--- src/rtl/sprite_ram_arbiter.sv ---
`default_nettype none
// +----------------------------------------------------------------------+
// | sprite_ram_arbiter                                                   |
// | Shares the sprite attribute RAM between the renderer and the CPU.   |
// | Revision: 1.0                                                        |
// +----------------------------------------------------------------------+
module sprite_ram_arbiter #(
    parameter int unsigned AW       = 6,
    parameter int unsigned DW       = 16,
    parameter int unsigned WIN_LINE = 260,
    parameter int unsigned WIN_LEN  = 264
) (
    input  logic          clk,
    input  logic          reset,
    input  logic [8:0]    hpos,
    input  logic [8:0]    vpos,
    input  logic [AW-1:0] rnd_addr,
    input  logic          rnd_busy,
    input  logic          cpu_req,
    input  logic          cpu_we,
    input  logic [AW-1:0] cpu_addr,
    input  logic [DW-1:0] cpu_wdata,
    output logic          cpu_ack,
    output logic [DW-1:0] cpu_rdata,
    output logic [AW-1:0] ram_addr,
    output logic [DW-1:0] ram_din,
    output logic          ram_we,
    input  logic [DW-1:0] ram_dout,
    output logic [7:0]    conflict_cnt
);

    localparam logic [8:0] c_WIN_LINE = 9'(WIN_LINE);
    localparam logic [8:0] c_WIN_LEN  = 9'(WIN_LEN);

    typedef enum logic [1:0] {
        S_IDLE    = 2'd0,
        S_RD_ADDR = 2'd1,
        S_RD_DATA = 2'd2,
        S_WR      = 2'd3
    } state_t;

    state_t        r_state;
    logic [AW-1:0] r_addr;
    logic [DW-1:0] r_wdata;
    logic          r_ack;
    logic [DW-1:0] r_rdata;
    logic [7:0]    r_conflict_cnt;

    logic w_blackout;
    logic w_pending;
    logic w_accept;
    logic w_stall;
    logic w_frame_start;

    assign w_blackout    = rnd_busy | ((vpos == c_WIN_LINE) & (hpos < c_WIN_LEN));
    // A request still held during its own ack cycle must not start a second access.
    assign w_pending     = (r_state == S_IDLE) & cpu_req & ~r_ack;
    assign w_accept      = w_pending & ~w_blackout;
    assign w_stall       = w_pending & w_blackout;
    assign w_frame_start = (vpos == 9'd0) & (hpos == 9'd0);

    always_ff @(posedge clk or negedge reset) begin
        if (!reset) begin
            r_state        <= S_IDLE;
            r_addr         <= '0;
            r_wdata        <= '0;
            r_ack          <= 1'b0;
            r_rdata        <= '0;
            r_conflict_cnt <= 8'd0;
        end else begin
            r_ack <= 1'b0;
            case (r_state)
                S_IDLE: begin
                    if (w_accept) begin
                        r_addr  <= cpu_addr;
                        r_wdata <= cpu_wdata;
                        r_state <= cpu_we ? S_WR : S_RD_ADDR;
                    end
                end
                S_RD_ADDR: begin
                    r_state <= S_RD_DATA;
                end
                S_RD_DATA: begin
                    r_rdata <= ram_dout;
                    r_ack   <= 1'b1;
                    r_state <= S_IDLE;
                end
                S_WR: begin
                    r_ack   <= 1'b1;
                    r_state <= S_IDLE;
                end
                default: begin
                    r_state <= S_IDLE;
                end
            endcase

            if (w_frame_start) begin
                r_conflict_cnt <= 8'd0;
            end else if (w_stall && (r_conflict_cnt != 8'hFF)) begin
                r_conflict_cnt <= r_conflict_cnt + 8'd1;
            end
        end
    end

    // The renderer's address passes straight through whenever no CPU access is in flight.
    always_comb begin
        ram_addr = rnd_addr;
        ram_din  = '0;
        ram_we   = 1'b0;
        case (r_state)
            S_RD_ADDR, S_RD_DATA: begin
                ram_addr = r_addr;
            end
            S_WR: begin
                ram_addr = r_addr;
                ram_din  = r_wdata;
                ram_we   = 1'b1;
            end
            default: begin
                ram_addr = rnd_addr;
            end
        endcase
    end

    assign cpu_ack      = r_ack;
    assign cpu_rdata    = r_rdata;
    assign conflict_cnt = r_conflict_cnt;

endmodule
`default_nettype wire
--- config.mk ---
export PLATFORM = sky130hd
export DESIGN_NAME = sprite_ram_arbiter
export DESIGN_NICKNAME = d
export VERILOG_FILES = /design/src/rtl/sprite_ram_arbiter.sv
export SDC_FILE = /design/constraint.sdc
export NUM_CORES = 1
export LEC_CHECK = 0
export BUFFER_PORTS_ARGS = -buffer_cell sky130_fd_sc_hd__buf_2
export CAP_MARGIN = 20
export CORE_AREA = 10 10 90 72
export CTS_CLUSTER_DIAMETER = 60
export DETAILED_ROUTE_END_ITERATION = 7
export DIE_AREA = 0 0 100 82
export PLACE_DENSITY = 0.83
export SLEW_MARGIN = 10
export SYNTH_ARGS = -nofsm -noshare
export SYNTH_HDL_FRONTEND = slang
export SYNTH_SLANG_ARGS = --single-unit
export TNS_END_PERCENT = 10
--- constraint.sdc ---
create_clock -name clk -period 5 [get_ports clk]
set_clock_uncertainty 0.2 [all_clocks]
set_input_delay 0.75 -clock clk [delete_from_list [all_inputs] [get_ports clk]]
set_output_delay 0.75 -clock clk [all_outputs]
set_load 0.02 [all_outputs]
==> results by group <==
Pwr
  • Power per cell area: 474 nW/um^2
  • P_int: 926 uW
  • Sw Ratio: 34.9%
  • Sw power: 496 uW
  • VDD IR max: 0.000312 V
  • Leakage: 0.00152 uW
  • Sequential Power Share: 44.6%
  • Combinational Power Share: 34.8%
  • Clock power frac: 20.6%

Die
  • Ports: 115
  • Die W: 100 microns
  • Core Box Area: 4760 sq um
  • Die ar.: 8200 sq um
  • Die height: 82 microns
  • Starting density of the core: 46.7%
  • Row count: 22

Detailed routing
  • DR vias: 1,796
  • Iter 0 DRT Violations: 50
  • Final wirelength: 5980 microns
  • WL/cell: 17.2 microns
  • ANT nets after route: 0
  • DRT Pass-1 Iters: 4
  • DRC errors left: 0
  • DR vias/cell: 5.16

Clock tree
  • Skew-Pair Late Insertion Delay: 0.30 ns
  • Clock transition at the registers of the reported paths: 0.10 ns
  • Max clock buf depth: 2
  • Post-cts resize count: 0
  • Clock Sinks: 49
  • Hold-fix buffers at CTS: 0
  • CTS Buf Count: 5
  • Clock Tree Root: clkbuf_8
  • CTS tree: yes
  • # Post-CTS Setup Buffers: 0
  • Htree depth: 2

Setup path
  • CP max stage delay: 0.61 ns
  • Arrival @ worst endpoint: 1.91 ns
  • Crit path cell chain: nor2_1 -> mux2_2 -> buf_2
  • CP Data Required Time: 4.05 ns
  • CP Max Fanout: 22
  • Crit path kind: reg -> out
  • Crit start category: register
  • CP endpoint kind: output port
  • Critical Path Slowest Stage Cell: dfrtp_1

Placed design
  • Hpwl dp: 4720 microns
  • GPL Wtd Cong: 0.831
  • Pre-CTS setup slack: 2.01 ns
  • Buffers on Ports: 114

Synth
  • Async SR Flop Fraction: 100%
  • Avg Cell Area, Syn: 12.9 sq um
  • Syn Nets: 240
  • Register area share after synthesis: 55.1%
  • Primary FF master, synth: dfrtp_1
  • Synthesized instance count: 172
  • Synthesized area: 2220 sq um
  • Post-synth EDFFs: 0
  • Synth unique cells: 33
  • Seq cells post-synth: 49
  • Synthesis Warnings: 0

Timing
  • Fmax: 350 MHz
  • TNS Setup: 0 ns
  • Slew @ Worst Pin: 0.846 ns
  • Setup-failing EPs final: 0
  • RSZ-0062 raised after global routing: no
  • Final hold violations: 0
  • Final Cycle Share: 57.2%
  • Crit path time final: 2.86 ns
  • Setup ws final: 2.14 ns
  • Max Slew Vio Count: 0
  • Min Hold Slack: 0.213 ns
  • Slew headroom: 43.2%

Global route
  • Largest net degree at the start of global routing: 50
  • Vias in the first global route: 1,957
  • Tot GR Track Use: 13.8%
  • First-pass GRT wire length: 9090 microns
  • Grt ovf: 0
  • Initial antenna violation count: 0

Layout
  • Nets: 355
  • Final Util: 63.1%
  • N_diodes: 0
  • Area growth, synth to finish: 35.0%
  • Share of layout cells above drive strength 1: 60.4%

Worst hold path
  • Hold crit path type: in -> async

Run status
  • Outcome: finished, final reports clean

Job
  • Max_cap viols: 0
[path summary, 6_finish.rpt]
check / cells after the start / slack, ns / from / end
worst max-delay path: 3 / 2.14 / r_state[1] / ram_addr[5]
worst min-delay path: 1 / 0.21 / reset / cpu_rdata[8]
worst max register to register: 4 / 2.21 / r_state[1] / r_wdata[12]
worst min register to register: 1 / 0.31 / cpu_rdata[1] / cpu_rdata[1]
max in group asynchronous: 2 / 3.87 / reset / r_addr[0]
min in group clk: 1 / 0.31 / cpu_rdata[1] / cpu_rdata[1]
[cells in the final DEF, fill, tap and decap left out, types with 2 or more instances in the layout]
cell type	instances
a21oi_1	3
and2_1	2
and3_1	16
and4_1	2
buf_2	114
clkbuf_8	5
dfrtp_1	49
mux2_2	44
nand2_1	5
nand4_1	2
nor2_1	8
nor3_1	3
nor4_1	4
o21ai_0	2
or4_1	2
xnor2_1	4
[area by class of cell]
| class | count | area [sq um] |
|---|---|---|
| fill | 394 | 1760 |
| sequential | 49 | 1230 |
| multi-input combinational | 113 | 966 |
| timing repair buffer | 117 | 613 |
| tap | 60 | 75.1 |
| clock buffer | 5 | 68.8 |
| clock inverter | 3 | 50.0 |
| inverter | 1 | 3.75 |
[power by group through the flow]
stage | combinational (uW) | sequential, uW | clock [uW]
finish | 495 | 635 | 293
global route | 539 | 656 | 315
CTS | 505 | 636 | 300
detailed placement | 505 | 642 | 0
global placement | 487 | 634 | 0
floorplan | 227 | 725 | 0
[synthesized netlist by cell type (2+ instances only)]
cell	n	area, sq um
nor2_1	8	30.0
or4_1	2	15.0
a21oi_1	3	15.0
nand4_1	2	12.5
nand2_1	5	18.8
dfrtp_1	49	1230
xnor2_1	4	35.0
nor4_1	4	25.0
and2_1	2	12.5
o21ai_0	2	10.0
and4_1	2	17.5
and3_1	16	100
mux2_2	44	495
clkbuf_1	7	26.3
nor3_1	3	15.0
buf_2	2	10.0
[worst max-delay path: cells and delay by family, from the launching register on]
kind,cells,cell delay (ns)
multiplexers,1,0.38
flip-flops,1,0.61
buffers and inverters,1,0.16
AND/OR/NAND/NOR,1,0.46
[registers in the layout, indices dropped and copies added, names as in the netlist]
name,count
cpu_rdata,16
r_wdata,16
conflict_cnt,8
r_addr,6
r_state,2
cpu_ack,1
[routing by layer]
| metal | part of all wire (%) | global-route usage (%) |
|---|---|---|
| met1 | 41 | 15.2 |
| met2 | 46 | 22.4 |
| met3 | 12 | 8.22 |
| met4 | 0.70 | 3.80 |
| met5 | 0 | 0 |
[logic make-up (layout without fill, tap and decap cells)]
family	after synthesis	after routing	share of synthesized area [%]
buf+inv	10	126	1.80
xor+xnor	4	4	1.57
fa+ha+maj	1	1	0.562
compound gates	11	11	3.99
mux	45	45	22.7
flops	49	49	55.1
simple gates	52	52	14.2
[through the flow]
stage	cells	power [uW]	area, sq um
2_1_floorplan	172	952	2220
3_3_place_gp	338	1120	2850
3_5_place_dp	339	1150	2860
4_1_cts	347	1440	2980
5_1_grt	348	1510	3000
6_report	348	1420	3000
Note: power is estimated with default switching activity, not from simulation.
